## src/rtl/init_seq_pkg.sv

```systemverilog
// Shared types for the init sequence generator: FSM state encoding and the
// sizing helper for the stretch/gap down-counter.
package init_seq_pkg;

  typedef enum logic [1:0] {
    ST_IDLE     = 2'd0,
    ST_INIT     = 2'd1,
    ST_GAP      = 2'd2,
    ST_FIFO_RST = 2'd3
  } init_state_e;

  localparam int unsigned COUNT_W = 16;

  // One counter serves both the am_init stretch and the gap, so it is sized for the larger.
  function automatic int unsigned cnt_width(input int unsigned stretch,
                                            input int unsigned fifo_dly);
    int unsigned m;
    m = (stretch > fifo_dly) ? stretch : fifo_dly;
    return $clog2(m + 1);
  endfunction

endpackage

```

## src/rtl/init_req_cond.sv

```systemverilog
// Request conditioning: applies the per-source mask and, in edge mode,
// keeps only sources that were low on the previous cycle.
module init_req_cond #(
  parameter int unsigned N_SRC     = 2,
  parameter int unsigned EDGE_MODE = 0
) (
  input  logic             clk,
  input  logic             rst,
  input  logic [N_SRC-1:0] init_req_i,
  input  logic [N_SRC-1:0] src_mask_i,
  output logic             trig_o,
  output logic [N_SRC-1:0] qual_src_o
);

  logic [N_SRC-1:0] req_d_q;

  // Resetting to all-ones means a request already high at reset release is not an edge.
  always_ff @(posedge clk) begin
    if (rst) begin
      req_d_q <= '1;
    end else begin
      req_d_q <= init_req_i;
    end
  end

  always_comb begin
    if (EDGE_MODE != 0) begin
      qual_src_o = init_req_i & ~req_d_q & src_mask_i;
    end else begin
      qual_src_o = init_req_i & src_mask_i;
    end
    trig_o = |qual_src_o;
  end

endmodule

```

## src/rtl/init_seq_gen.sv

```systemverilog
// Init sequence generator: stretched am_init pulse, a gap, then a one-cycle
// active-low FIFO reset. Any qualified request restarts the stretch.
module init_seq_gen
  import init_seq_pkg::*;
#(
  parameter int unsigned N_SRC     = 2,
  parameter int unsigned STRETCH   = 4,
  parameter int unsigned FIFO_DLY  = 2,
  parameter int unsigned EDGE_MODE = 0
) (
  input  logic               clk,
  input  logic               rst,
  input  logic [N_SRC-1:0]   init_req,
  input  logic [N_SRC-1:0]   src_mask,
  output logic               am_init,
  output logic               resfifon,
  output logic               busy,
  output logic [N_SRC-1:0]   init_src,
  output logic [COUNT_W-1:0] init_count,
  output init_state_e        state_dbg
);

  localparam int unsigned CW = cnt_width(STRETCH, FIFO_DLY);
  localparam logic [CW-1:0] CNT_STRETCH = CW'(STRETCH - 1);
  localparam logic [CW-1:0] CNT_GAP     = CW'(FIFO_DLY - 1);

  logic             trig;
  logic [N_SRC-1:0] qual_src;

  init_req_cond #(
    .N_SRC     (N_SRC),
    .EDGE_MODE (EDGE_MODE)
  ) u_req_cond (
    .clk        (clk),
    .rst        (rst),
    .init_req_i (init_req),
    .src_mask_i (src_mask),
    .trig_o     (trig),
    .qual_src_o (qual_src)
  );

  init_state_e        state_q, state_d;
  logic [CW-1:0]      cnt_q, cnt_d;
  logic               am_init_q, am_init_d;
  logic               resfifon_q, resfifon_d;
  logic               busy_q, busy_d;
  logic [N_SRC-1:0]   init_src_q, init_src_d;
  logic [COUNT_W-1:0] init_count_q, init_count_d;

  always_comb begin
    state_d      = state_q;
    cnt_d        = cnt_q;
    init_src_d   = init_src_q;
    init_count_d = init_count_q;
    case (state_q)
      ST_IDLE: begin
        if (trig) begin
          state_d    = ST_INIT;
          cnt_d      = CNT_STRETCH;
          init_src_d = qual_src;
          if (init_count_q != '1) begin
            init_count_d = init_count_q + COUNT_W'(1);
          end
        end
      end
      ST_INIT: begin
        if (trig) begin
          cnt_d      = CNT_STRETCH;
          init_src_d = init_src_q | qual_src;
        end else if (cnt_q == '0) begin
          state_d = ST_GAP;
          cnt_d   = CNT_GAP;
        end else begin
          cnt_d = cnt_q - CW'(1);
        end
      end
      ST_GAP: begin
        if (trig) begin
          state_d    = ST_INIT;
          cnt_d      = CNT_STRETCH;
          init_src_d = init_src_q | qual_src;
        end else if (cnt_q == '0) begin
          state_d = ST_FIFO_RST;
        end else begin
          cnt_d = cnt_q - CW'(1);
        end
      end
      ST_FIFO_RST: begin
        if (trig) begin
          state_d    = ST_INIT;
          cnt_d      = CNT_STRETCH;
          init_src_d = init_src_q | qual_src;
        end else begin
          state_d = ST_IDLE;
        end
      end
      default: begin
        state_d = ST_IDLE;
        cnt_d   = '0;
      end
    endcase
    // Outputs are decoded from the next state so they register in step with it.
    am_init_d  = (state_d == ST_INIT);
    resfifon_d = (state_d != ST_FIFO_RST);
    busy_d     = (state_d != ST_IDLE);
  end

  always_ff @(posedge clk) begin
    if (rst) begin
      state_q      <= ST_IDLE;
      cnt_q        <= '0;
      am_init_q    <= 1'b0;
      resfifon_q   <= 1'b1;
      busy_q       <= 1'b0;
      init_src_q   <= '0;
      init_count_q <= '0;
    end else begin
      state_q      <= state_d;
      cnt_q        <= cnt_d;
      am_init_q    <= am_init_d;
      resfifon_q   <= resfifon_d;
      busy_q       <= busy_d;
      init_src_q   <= init_src_d;
      init_count_q <= init_count_d;
    end
  end

  assign am_init    = am_init_q;
  assign resfifon   = resfifon_q;
  assign busy       = busy_q;
  assign init_src   = init_src_q;
  assign init_count = init_count_q;
  assign state_dbg  = state_q;

endmodule
```

## config.mk

```make
export PLATFORM = sky130hd
export DESIGN_NAME = init_seq_gen
export DESIGN_NICKNAME = d
export VERILOG_FILES = /design/src/rtl/init_seq_pkg.sv /design/src/rtl/init_req_cond.sv /design/src/rtl/init_seq_gen.sv
export SDC_FILE = /design/constraint.sdc
export NUM_CORES = 1
export LEC_CHECK = 0
export CORE_MARGIN = 4
export CORE_UTILIZATION = 40
export CTS_CLUSTER_DIAMETER = 60
export CTS_CLUSTER_SIZE = 10
export DETAILED_ROUTE_END_ITERATION = 16
export GPL_TIMING_DRIVEN = 0
export PLACE_DENSITY_LB_ADDON = 0.05
export RECOVER_POWER = 25
export SYNTH_ARGS = -nofsm -noshare
export SYNTH_HDL_FRONTEND = slang
export SYNTH_SLANG_ARGS = --single-unit
```

## constraint.sdc

```tcl
create_clock -name clk -period 4.2 [get_ports clk]
set_input_delay 0.84 -clock clk [delete_from_list [all_inputs] [get_ports clk]]
set_output_delay 0.84 -clock clk [all_outputs]
set_load 0.03 [all_outputs]
```

* Word-level counts from Yosys, hierarchy flattened
Index checks and enable logic that the tools add are counted.
Widths: inputs -> output; s select.
** Operators by class
- Add/subtract/negate cells :: 2
- Eq/ne operators :: 10
- Multiplexer cells :: 16
- Bitwise logic cells :: 2
- Reductions and logical operators :: 9
** Operators with widths (count)
- $add 16x1->16 const B :: 1
- $ne 16x16->1 const B :: 1
- $mux 3 :: 5
- $mux 2 :: 7
- $pmux 3 s3 :: 1
- $pmux 2 s4 :: 1
- $eq 2x1->1 const B :: 2
- $eq 2x2->1 const B :: 2
- $ne 2x1->1 const B :: 2
- $ne 2x2->1 const B :: 2
- $pmux 2 s2 :: 1
- $reduce_and 2->1 :: 2
- $reduce_or 2->1 :: 2
- $logic_not 3->1 :: 1
- $ne 3x3->1 const B :: 1
- $reduce_and 3->1 :: 1
- $reduce_or 3->1 :: 1
- $sub 3x1->3 const B :: 1
- $and 2x2->2 :: 1
- $logic_not 2->1 :: 1
- $or 2x2->2 :: 1
- $reduce_bool 2->1 :: 1
- $mux 1 :: 1
** Word-level totals
- Flip-flop bits (word level) :: 26
- Input bits :: 6
- Output and inout bits :: 23
- Word-level logic and storage cells :: 46

* Depth between registers and ports, before layout
Gate-level depths: netlist (run 1).
- Depth after elaboration :: 5
- Gate-level depth with buffers :: 7
- Mapped depth without buffers :: 6

* Hierarchy
From an unflattened synthesis (run 1), not the netlist that was laid out.
** Second synthesis, totals
- Cell total of the unflattened synthesis :: 156
- Area, all modules :: 1383.8 um2
** Modules (own cells, without submodules)
- init_seq_gen :: times used 1, cells each 153, area each 1361.3 um2, seq. area each 520.5 um2
- init_req_cond :: times used 1, cells each 3, area each 22.5 um2, seq. area each 0.0 um2

* Worst setup path before layout (run 1)
Ideal clock, no wire load.
- Path kind :: input to register
- Start point :: in init_req[0]
- End point :: reg init_count_q[15] (netlist: init_count[15])
- Library setup time :: 123 ps
- Arrival time :: 1893 ps
- Data required time :: 4077 ps
- Slack :: 2184 ps
- Stages :: 5
- Buffers on the path :: 1
- Cells stage by stage :: a22o_2 buf_4 nand4_1 nor4_1 mux2_1
** Between the ends
- Word-level cells in the longest chain between the ends :: 3
** RTL lines
- start: declaration :: line init_seq_gen.sv:13 : input logic [N_SRC-1:0] init_req,
- $and 2x2->2 :: line init_req_cond.sv:30 : qual_src_o = init_req_i & src_mask_i;
- $reduce_or 2->1 :: line init_req_cond.sv:32 : trig_o = |qual_src_o;
- $reduce_and 3->1 (no line)
- end signal: assignment :: line init_seq_gen.sv:124 : init_count_q <= init_count_d;
- end: declaration :: line init_seq_gen.sv:48 : logic [COUNT_W-1:0] init_count_q, init_count_d;
No other way between the ends.
A chain may end at the register's enable or synchronous reset.

* Final worst setup path (run 1)
Same ends and word-level chain as after synthesis.

==> results.cfg, run 1 <==
[power]
ir_drop_v = 0.000184
p_per_area_nw_per_um2 = 292
power.leakage_nw = 0.595
total_power_w = 0.000517

[detailed_routing]
ant_nets = 0
wl_per_cell_um = 14.3
vias_per_cell = 5.78
first_pass_iters = 4
routed_wl_mm = 3.30
first_iter_violations = 69
num_vias = 1336
drc = 0

[worst_setup_path]
critical_path.max_fanout = 10
cpMaxStageDelayCell = dlygate4sd3_1
worstPathRequired_ns = 4.42
cpPeakStageDelay_ns = 0.57
crit_path_cell_trace = dlygate4sd3_1, a22o_2, clkbuf_1, nand4_1, nor4_1, mux2_1
worst_setup_path_start_kind = input port
cp.arrival_ns = 2.96
path_delay_family = buffers and inverters
setup.worst_path.class = in -> reg
crit_path_end_kind = flop
critPathBufInv = 2

[clock_network]
htreeDepth = 1
clk_latency_ns = 0.32
cts-root-buf = clkbuf_4
post_cts_resized = 0
cts_tree = done
cts_max_path_buffers = 2
hold_buffers = 0
post_cts_buffers = 0
clk_pin_slew_ns = 0.14
cts_sinks = 26
cts_made_buffers = 3

[yosys]
ys_types = 46
syn_area_um2 = 1400
synth_seq_cells = 26
async_flop_share = 0
synth_area_leaders = dfxtp_1 37%, ha_1 6.3%, a21oi_1 4.3%
syn_nets = 166
synth-edff-count = 0
syn_inst = 153
ys_seq_area_frac = 0.371
yosys_warnings = 0
avgSynthCellArea_um2 = 9.16
synth_top_area_cell = dfxtp_1
netlist.area_leader.share = 0.371
ys.flop_type = dfxtp_1

[finish]
antenna_cells = 0
multi_input_area_um2 = 826
syn_to_final_growth_pct = 26.1
layout-drive-gt1-share = 0.0865
regArea_um2 = 520
fin_nets = 199
fill_cells = 348

[floorplan]
dieArea_um2 = 4510
ios = 29
die_w_um = 67.2
coreArea_um2 = 3360
initial_core_util = 0.417
rows = 21
die_h_um = 67.2

[timing]
finalHoldViolCount = 0
rsz0062_at_grt = no
fin_setup_tns_ns = 0
finalClockSkew_ns = 0.00490
fmax_mhz = 366
worst_pin_slew_ns = 0.759
drv_slew = 0
period_share = 0.651
fin_crit_ns = 2.73
setup_viol_count_final = 0
slew_headroom = 0.488

[global_routing]
antenna_found_initial = 0
met2_usage = 0.280
busiest_layer = met2
met1_usage = 0.204
grt_pass1_vias = 1289
grt_first_pass_wirelength_mm = 5.83
grt_max_degree = 15
grt_overflow = 0
grt_usage = 0.163
grt_use_met3 = 0.0333

[run_status]
status = completed

[placed_design]
numPortBuffers = 28
gpl.final_weighted_congestion = 0.832
dp_hpwl_mm = 2.54

[min_path]
holdCritPathClass = reg -> reg

[flow_run]
max_cap_violations = 0
==> final timing paths <==
kind                startpoint              to  slack, ns  cells after the start
setup reg to reg  state_dbg[1]            busy       2.22                      5
hold / removal     init_src[1]     init_src[1]       0.52                      2
hold reg to reg    init_src[1]     init_src[1]       0.52                      2
setup / recovery   init_req[0]  init_count[15]       1.47                      6
==> layout by cell type (no fill, tap or decap), types with 2 or more instances in the layout <==
master / instances
a21o_1: 3
a21oi_1: 12
a221oi_1: 2
a22oi_1: 2
and4_1: 2
clkbuf_1: 3
clkbuf_4: 3
clkdlybuf4s50_1: 22
dfxtp_1: 26
dlygate4sd3_1: 6
ha_1: 7
inv_1: 8
nand2_1: 8
nand3_1: 7
nand4_1: 5
nor2_1: 7
nor2b_1: 3
o21ai_0: 7
o311ai_0: 5
o31ai_1: 7
o41ai_1: 4
or2_2: 2
or3_1: 4
or4_1: 6
==> final cells by class <==
type / instances / share of cell area
flip-flops and latches: 26 / 0.295
multi-input cells: 115 / 0.467
inverters: 8 / 0.0170
clock buffers: 4 / 0.0205
well taps: 46 / 0.0326
repair buffers: 28 / 0.159
plain buffers: 4 / 0.00921
==> synthesized netlist by cell type, types with 3 or more instances <==
| library cell | number |
|---|---|
| a21oi_1 | 12 |
| o311ai_0 | 4 |
| dfxtp_1 | 26 |
| o31ai_1 | 7 |
| nor2_1 | 7 |
| nor2b_1 | 3 |
| or4_1 | 6 |
| or3_1 | 4 |
| o21ai_0 | 7 |
| inv_1 | 8 |
| nand4_1 | 5 |
| nand2_1 | 8 |
| ha_1 | 7 |
| a21o_1 | 3 |
| o41ai_1 | 4 |
| nand3_1 | 6 |
==> power by group <==
group	internal, W	leakage [nW]	total [W]	switching [W]
Combinational	0.0000490	0.362	0.000119	0.0000700
Clock	0.0000530	0.0210	0.000128	0.0000755
Sequential	0.000260	0.212	0.000269	0.00000912
==> worst reg2reg max path, stage by stage, from the launching register on <==
cell      delay [ns]
dfxtp_1         0.44
inv_1           0.09
ha_1            0.24
buf_2           0.20
o311ai_0        0.69
o211ai_1        0.18
==> metrics by stage <==
| stage | hold slack (ns) | instance area (um2) | utilization | std cells | setup WS, ns |
|---|---|---|---|---|---|
| final | 0.521 | 1770 | 0.525 | 231 | 1.47 |
| after global routing | 0.555 | 1770 | 0.525 | 231 | 1.26 |
| after CTS | 0.529 | 1780 | 0.528 | 231 | 1.81 |
| after detailed placement | 0.491 | 1740 | 0.517 | 227 | 1.45 |
| after global placement | 0.483 | 1740 | 0.517 | 227 | 1.47 |
| after floorplan | 0.481 | 1400 | - | 153 | 2.18 |
==> cell families after synthesis <==
kind of cell,after synthesis,synth area share
flops,26,0.371
buf+inv,12,0.0357
simple gates,55,0.254
compound gates,52,0.269
fa+ha+maj,7,0.0625
mux,1,0.00804
==> sequential cells by signal (all words and copies together), names as in the netlist <==
name        cells
init_count     16
state_dbg       2
am_init         1
cnt_q           3
busy            1
resfifon        1
init_src        2
==> metal layers <==
| layer | share of wire | wire [um] | vias to the layer above |
|---|---|---|---|
| met3 | 0.039 | 128 | 2 |
| li1 | - | - | 672 |
| met2 | 0.49 | 1630 | 21 |
| met1 | 0.46 | 1520 | 641 |
| met4 | 0.0058 | 19 | 0 |
| met5 | 0 | 0 | - |
Note: power is estimated with default switching activity, not from simulation.
==> run 2: changes to the inputs <==
==> constraint.sdc (replaced) <==
create_clock -name clk -period 2.8 [get_ports clk]
set_input_delay 0.56 -clock clk [delete_from_list [all_inputs] [get_ports clk]]
set_output_delay 0.56 -clock clk [all_outputs]
set_load 0.03 [all_outputs]
==> run 2 against run 1 <==
Via count increased by 0.15%. Sequential share of layout area decreased by 0.063 points. Hold slack got worse by 0.00070 ns. Clock skew decreased by 0.0029 ns. Clock-buffer cell count unchanged. Power increased by 50%. Final cell count unchanged. Die area unchanged. Global-route usage unchanged. Sequential cell count unchanged. Critical endpoint is now busy. Highest routed layer unchanged.
==> results.cfg, run 2 (synthesized netlist as in run 1, its figures left out) <==
[finish]
fin_nets = 199
fin_cells = 231
final_cell_mix = 26 x dfxtp_1, 22 x clkdlybuf4s50_1, 12 x a21oi_1, 8 x inv_1, 8 x nand2_1
syn_to_final_growth_pct = 26.3
mostFrequentLayoutCell = dfxtp_1
fill_cells = 346
antenna_cells = 0
postLayoutCoreUtil = 0.526
layout-drive-gt1-share = 0.0919
largest_register_ffs = 16

[floorplan]
die_w_um = 67.2
ios = 29
rows = 21
die_h_um = 67.2
coreArea_um2 = 3360
dieArea_um2 = 4510
initial_core_util = 0.417

[power]
total_power_w = 0.000775
ir_drop_v = 0.000274
p_per_area_nw_per_um2 = 438
power.leakage_nw = 0.599

[worst_setup_path]
worst_setup_path_start_kind = input port
worst_r2r_endpoint = busy
worstPathRequired_ns = 2.98
critPathBufInv = 1
r2r-start = state_dbg[1]
worstRegToRegCells = 5
crit_path_end_kind = flop
crit_path_cell_trace = dlygate4sd3_1, a22o_2, o21a_1, o311ai_0, o211ai_1
cpPeakStageDelay_ns = 0.64
setup.worst_path.class = in -> reg
path_delay_family = compound AO/OA/AOI/OAI gates
critical_path.max_fanout = 4
cpMaxStageDelayCell = o311ai_0
r2r_setup_slack_ns = 0.83
cp.arrival_ns = 2.45

[detailed_routing]
top_layer_used = met4
drc = 0
num_vias = 1338
first_iter_violations = 72
met2_length_mm = 1.63
vias_per_cell = 5.79
wl_met1_mm = 1.50
routed_wl_mm = 3.30
wl_per_cell_um = 14.3
ant_nets = 0
first_pass_iters = 4
wl_met3_um = 148

[clock_network]
cts_made_buffers = 3
clk_pin_slew_ns = 0.14
post_cts_resized = 0
cts_sinks = 26
htreeDepth = 1
hold_buffers = 0
clk_latency_ns = 0.32
post_cts_buffers = 0
cts_tree = done
cts-root-buf = clkbuf_4
cts_max_path_buffers = 2

[timing]
rsz0062_at_grt = no
drv_slew = 0
slew_headroom = 0.488
setup_ws_ns = 0.525
fin_setup_tns_ns = 0
finalHoldViolCount = 0
fin_crit_ns = 2.28
worst_pin_slew_ns = 0.759
finalClockSkew_ns = 0.00200
setup_viol_count_final = 0
fmax_mhz = 439
period_share = 0.813

[min_path]
holdCritPathClass = reg -> reg
min_from = init_src[1]
hold_end = init_src[1]
holdPathStages = 2

[run_status]
status = completed

[placed_design]
dp.cells = 227
pre_cts_slack_ns = 0.334
numPortBuffers = 28
gpl.final_weighted_congestion = 0.832
dp_hpwl_mm = 2.54

[global_routing]
antenna_found_initial = 0
grt_pass1_vias = 1289
grt_overflow = 0
grt_max_degree = 15
grt_usage = 0.163
grt_first_pass_wirelength_mm = 5.83

[flow_run]
max_cap_violations = 0
run 2: per-stage QoR:
stage	hold WS, ns	area [um2]
floorplan	0.481	1400
CTS	0.529	1780
detailed placement	0.491	1740
global placement	0.483	1740
global route	0.555	1770
finish	0.520	1770
run 2: per-layer routing:
layer	track usage	vias up
met3	0.0333	2
met4	0.0481	0
met5	0	-
li1	-	672
met2	0.280	24
met1	0.204	640
run 2: power by group:
part           internal [W]  switching (W)
sequential         0.000390      0.0000137
combinational     0.0000744       0.000105
clock             0.0000795       0.000112
run 2: worst max path at each step:
stage,from,endpoint,cells after the start
floorplan,state_dbg[0],resfifon,6
global placement,init_req[0],init_count[15],6
global route,init_req[0],am_init,5
finish,init_req[0],busy,5
detailed placement,init_req[0],init_count[15],6
CTS,init_count[6],init_count[6],1
run 2: tightest hold or removal path, stage by stage, from the launching register on:
cell	delay (ns)
dfxtp_1	0.35
a22oi_1	0.06
nor2_1	0.08
run 2: cell type report:
class                      instances  area [um2]  share of cell area
timing repair buffer              28         280               0.158
inverter                           8        30.0              0.0170
multi-input combinational        115         826               0.466
tap                               46        57.6              0.0325
sequential                        26         520               0.294
buffer                             4        20.0              0.0113
clock buffer                       4        36.3              0.0205
==> variant: new RTL, settings of run 2 <==
Put one more register stage on the output `init_count`, cleared by the reset. The value now appears one clock later. The other outputs are not delayed to match.
--- a/src/rtl/init_seq_gen.sv
+++ b/src/rtl/init_seq_gen.sv
@@ -129,7 +129,13 @@
   assign resfifon   = resfifon_q;
   assign busy       = busy_q;
   assign init_src   = init_src_q;
-  assign init_count = init_count_q;
+  always_ff @(posedge clk) begin
+    if (rst) begin
+      init_count <= '0;
+    end else begin
+      init_count <= init_count_q;
+    end
+  end
   assign state_dbg  = state_q;
 
 endmodule
Function: changed (Yosys sat finds a counterexample within 4 cycles, from zero or initial values and one cycle with rst high).
==> variant against run 2 <==
- core utilization shrank 1.1 points
- worst setup slack lost 63 ps
- die area rose by 29%
- clock skew grew 3.1 ps
- highest routed layer unchanged
- critical path type unchanged
- non-clock buffer count is 3 higher
- power rose by 67%
- sequential cell count is 16 higher
- synthesized area rose by 33%
- final area grew 29%
- routed wire length is 20% higher
==> variant: results (changes against run 2) <==
number of DRC violations after detailed-routing iteration 0 -> 83 (+15%)
worst-skew pair later-pin latency -> 290 ps (-30 ps)
drt wl/cell -> 14.0 um (-1.6%)
largest net degree at the start of global routing -> 13 (-2)
Critical Path AT -> 2500 ps (+50 ps)
DPL Wire Length -> 3020 um (+19%)
H-Tree Depth -> 2 (+1)
worst hold path type -> reg2reg
Commonest cells post-synth -> dfxtp_1, nor2b_1, nor2_1
status -> complete, no violations
ys async rst share -> 0 (unchanged)
vias in the first global route -> 1486 (+15%)
TritonCTS buffer count -> 5 (+2)
Worst VDD drop -> 290 uV (+5.8%)
Yosys warnings -> 0 (unchanged)
first-pass GRT wire length -> 6870 um (+18%)
clock root buffer -> clkbuf_8
Synth cell types -> 43 (-6.5%)
Total GRT Usage -> 0.143 (-0.0192)
Layout Skew -> 5.12 ps (+3.12 ps)
Final Max Slew Viols -> 0 (unchanged)
Rel. slew slack -> 0.639 (+0.151)
CP max stage cell -> dlygate4sd3_1
Internal -> 0.911 mW (+67%)
Crit Path Max Fanout -> 10 (+6)
I/O Buffers -> 28 (unchanged)
LEAKAGE -> 0.850 nW (+42%)
Top Registers -> init_count: 16 flops, init_count_q: 16 flops, cnt_q: 3 flops
post-synthesis net count -> 208 (+25%)
Initial DRT Pass Iterations -> 4 (unchanged)
Top Family by Delay on Critical Path -> buffers and inverters
nets -> 243 (+22%)
clock transition at the registers of the reported paths -> 80 ps (-60 ps)
sequential fraction of the synthesis area -> 0.450 (+0.0790)
pre-CTS setup slack -> 166 ps (-168 ps)
Max Buffers Root-to-Sink -> 2 (unchanged)
top-count cell post-synth -> dfxtp_1
most area-consuming cells after synthesis -> dfxtp_1, nor2b_1, ha_1, mux2_2, a21oi_1
DR vias -> 1569 (+17%)
Largest stage delay, worst path -> 590 ps (-50 ps)
gpl congestion -> 0.839 (+0.91%)
Setup Buffers After CTS -> 0 (unchanged)
ratio of cells with drive above 1 in the final layout -> 0.117 (+0.0255)
[variant: cell count changes in the layout (fill, tap and decap cells not counted), sizes merged, moves of 7 or more]
cell,change
dfxtp,+16
nor2b,+14
mux2,+8
nor2,+7
[variant: cells by family (layout without fill, tap and decap cells)]
family,after synthesis,after routing,share of synthesized area
and+or+nand+nor,82,82,0.270
DFF,42,42,0.450
AOI/OAI and AO/OA,41,41,0.141
buffers and inverters,14,49,0.0328
muxes,9,9,0.0583
adders and majority gates,7,7,0.0469
[variant: per-layer routing]
layer	vias to the layer above	part of all wire	GRT usage
met1	739	0.44	0.171
met4	0	0.018	0.0580
met5	-	0	0
li1	771	-	-
met2	47	0.50	0.242
met3	12	0.044	0.0402
[variant: final timing paths]
check                    start               end  slack (ps)  depth (start not counted)
setup / recovery           rst   init_count_q[0]         460                          5
hold / removal     init_src[1]       init_src[1]         510                          2
setup reg to reg  state_dbg[1]  init_count_q[11]         580                          7
hold reg to reg    init_src[1]       init_src[1]         510                          2
[variant: final cells by class]
class	count	area (um2)
buffer	7	35.0
clock buffer	6	72.6
clock inverter	1	7.51
fill	429	2150
inverter	7	26.3
multi-input combinational	139	965
sequential	42	841
tap	52	65.1
timing repair buffer	28	280
[variant: worst register-to-register path, delay by kind of cell (launching register included)]
kind	cells	cell delay, ps
muxes	1	380
DFF	1	380
buffers and inverters	3	680
adders and majority gates	1	140
and+or+nand+nor	2	550
[variant: metrics by stage]
stage / instance area, um2 / instances / hold WS, ps / total power, mW / utilization
2_1_floorplan: 1870 / 195 / 469 / 0.849 / -
3_5_place_dp: 2210 / 275 / 502 / 0.940 / 0.498
5_1_grt: 2290 / 282 / 541 / 1.37 / 0.516
4_1_cts: 2290 / 282 / 519 / 1.31 / 0.516
3_3_place_gp: 2210 / 275 / 487 / 0.925 / 0.498
6_report: 2290 / 282 / 514 / 1.29 / 0.516
[variant: power by group through the flow]
stage	registers, mW	clock network, mW	logic [mW]
3_3_place_gp	0.664	0	0.261
4_1_cts	0.652	0.378	0.276
2_1_floorplan	0.695	0	0.153
5_1_grt	0.657	0.409	0.304
6_report	0.652	0.363	0.276
3_5_place_dp	0.666	0	0.275
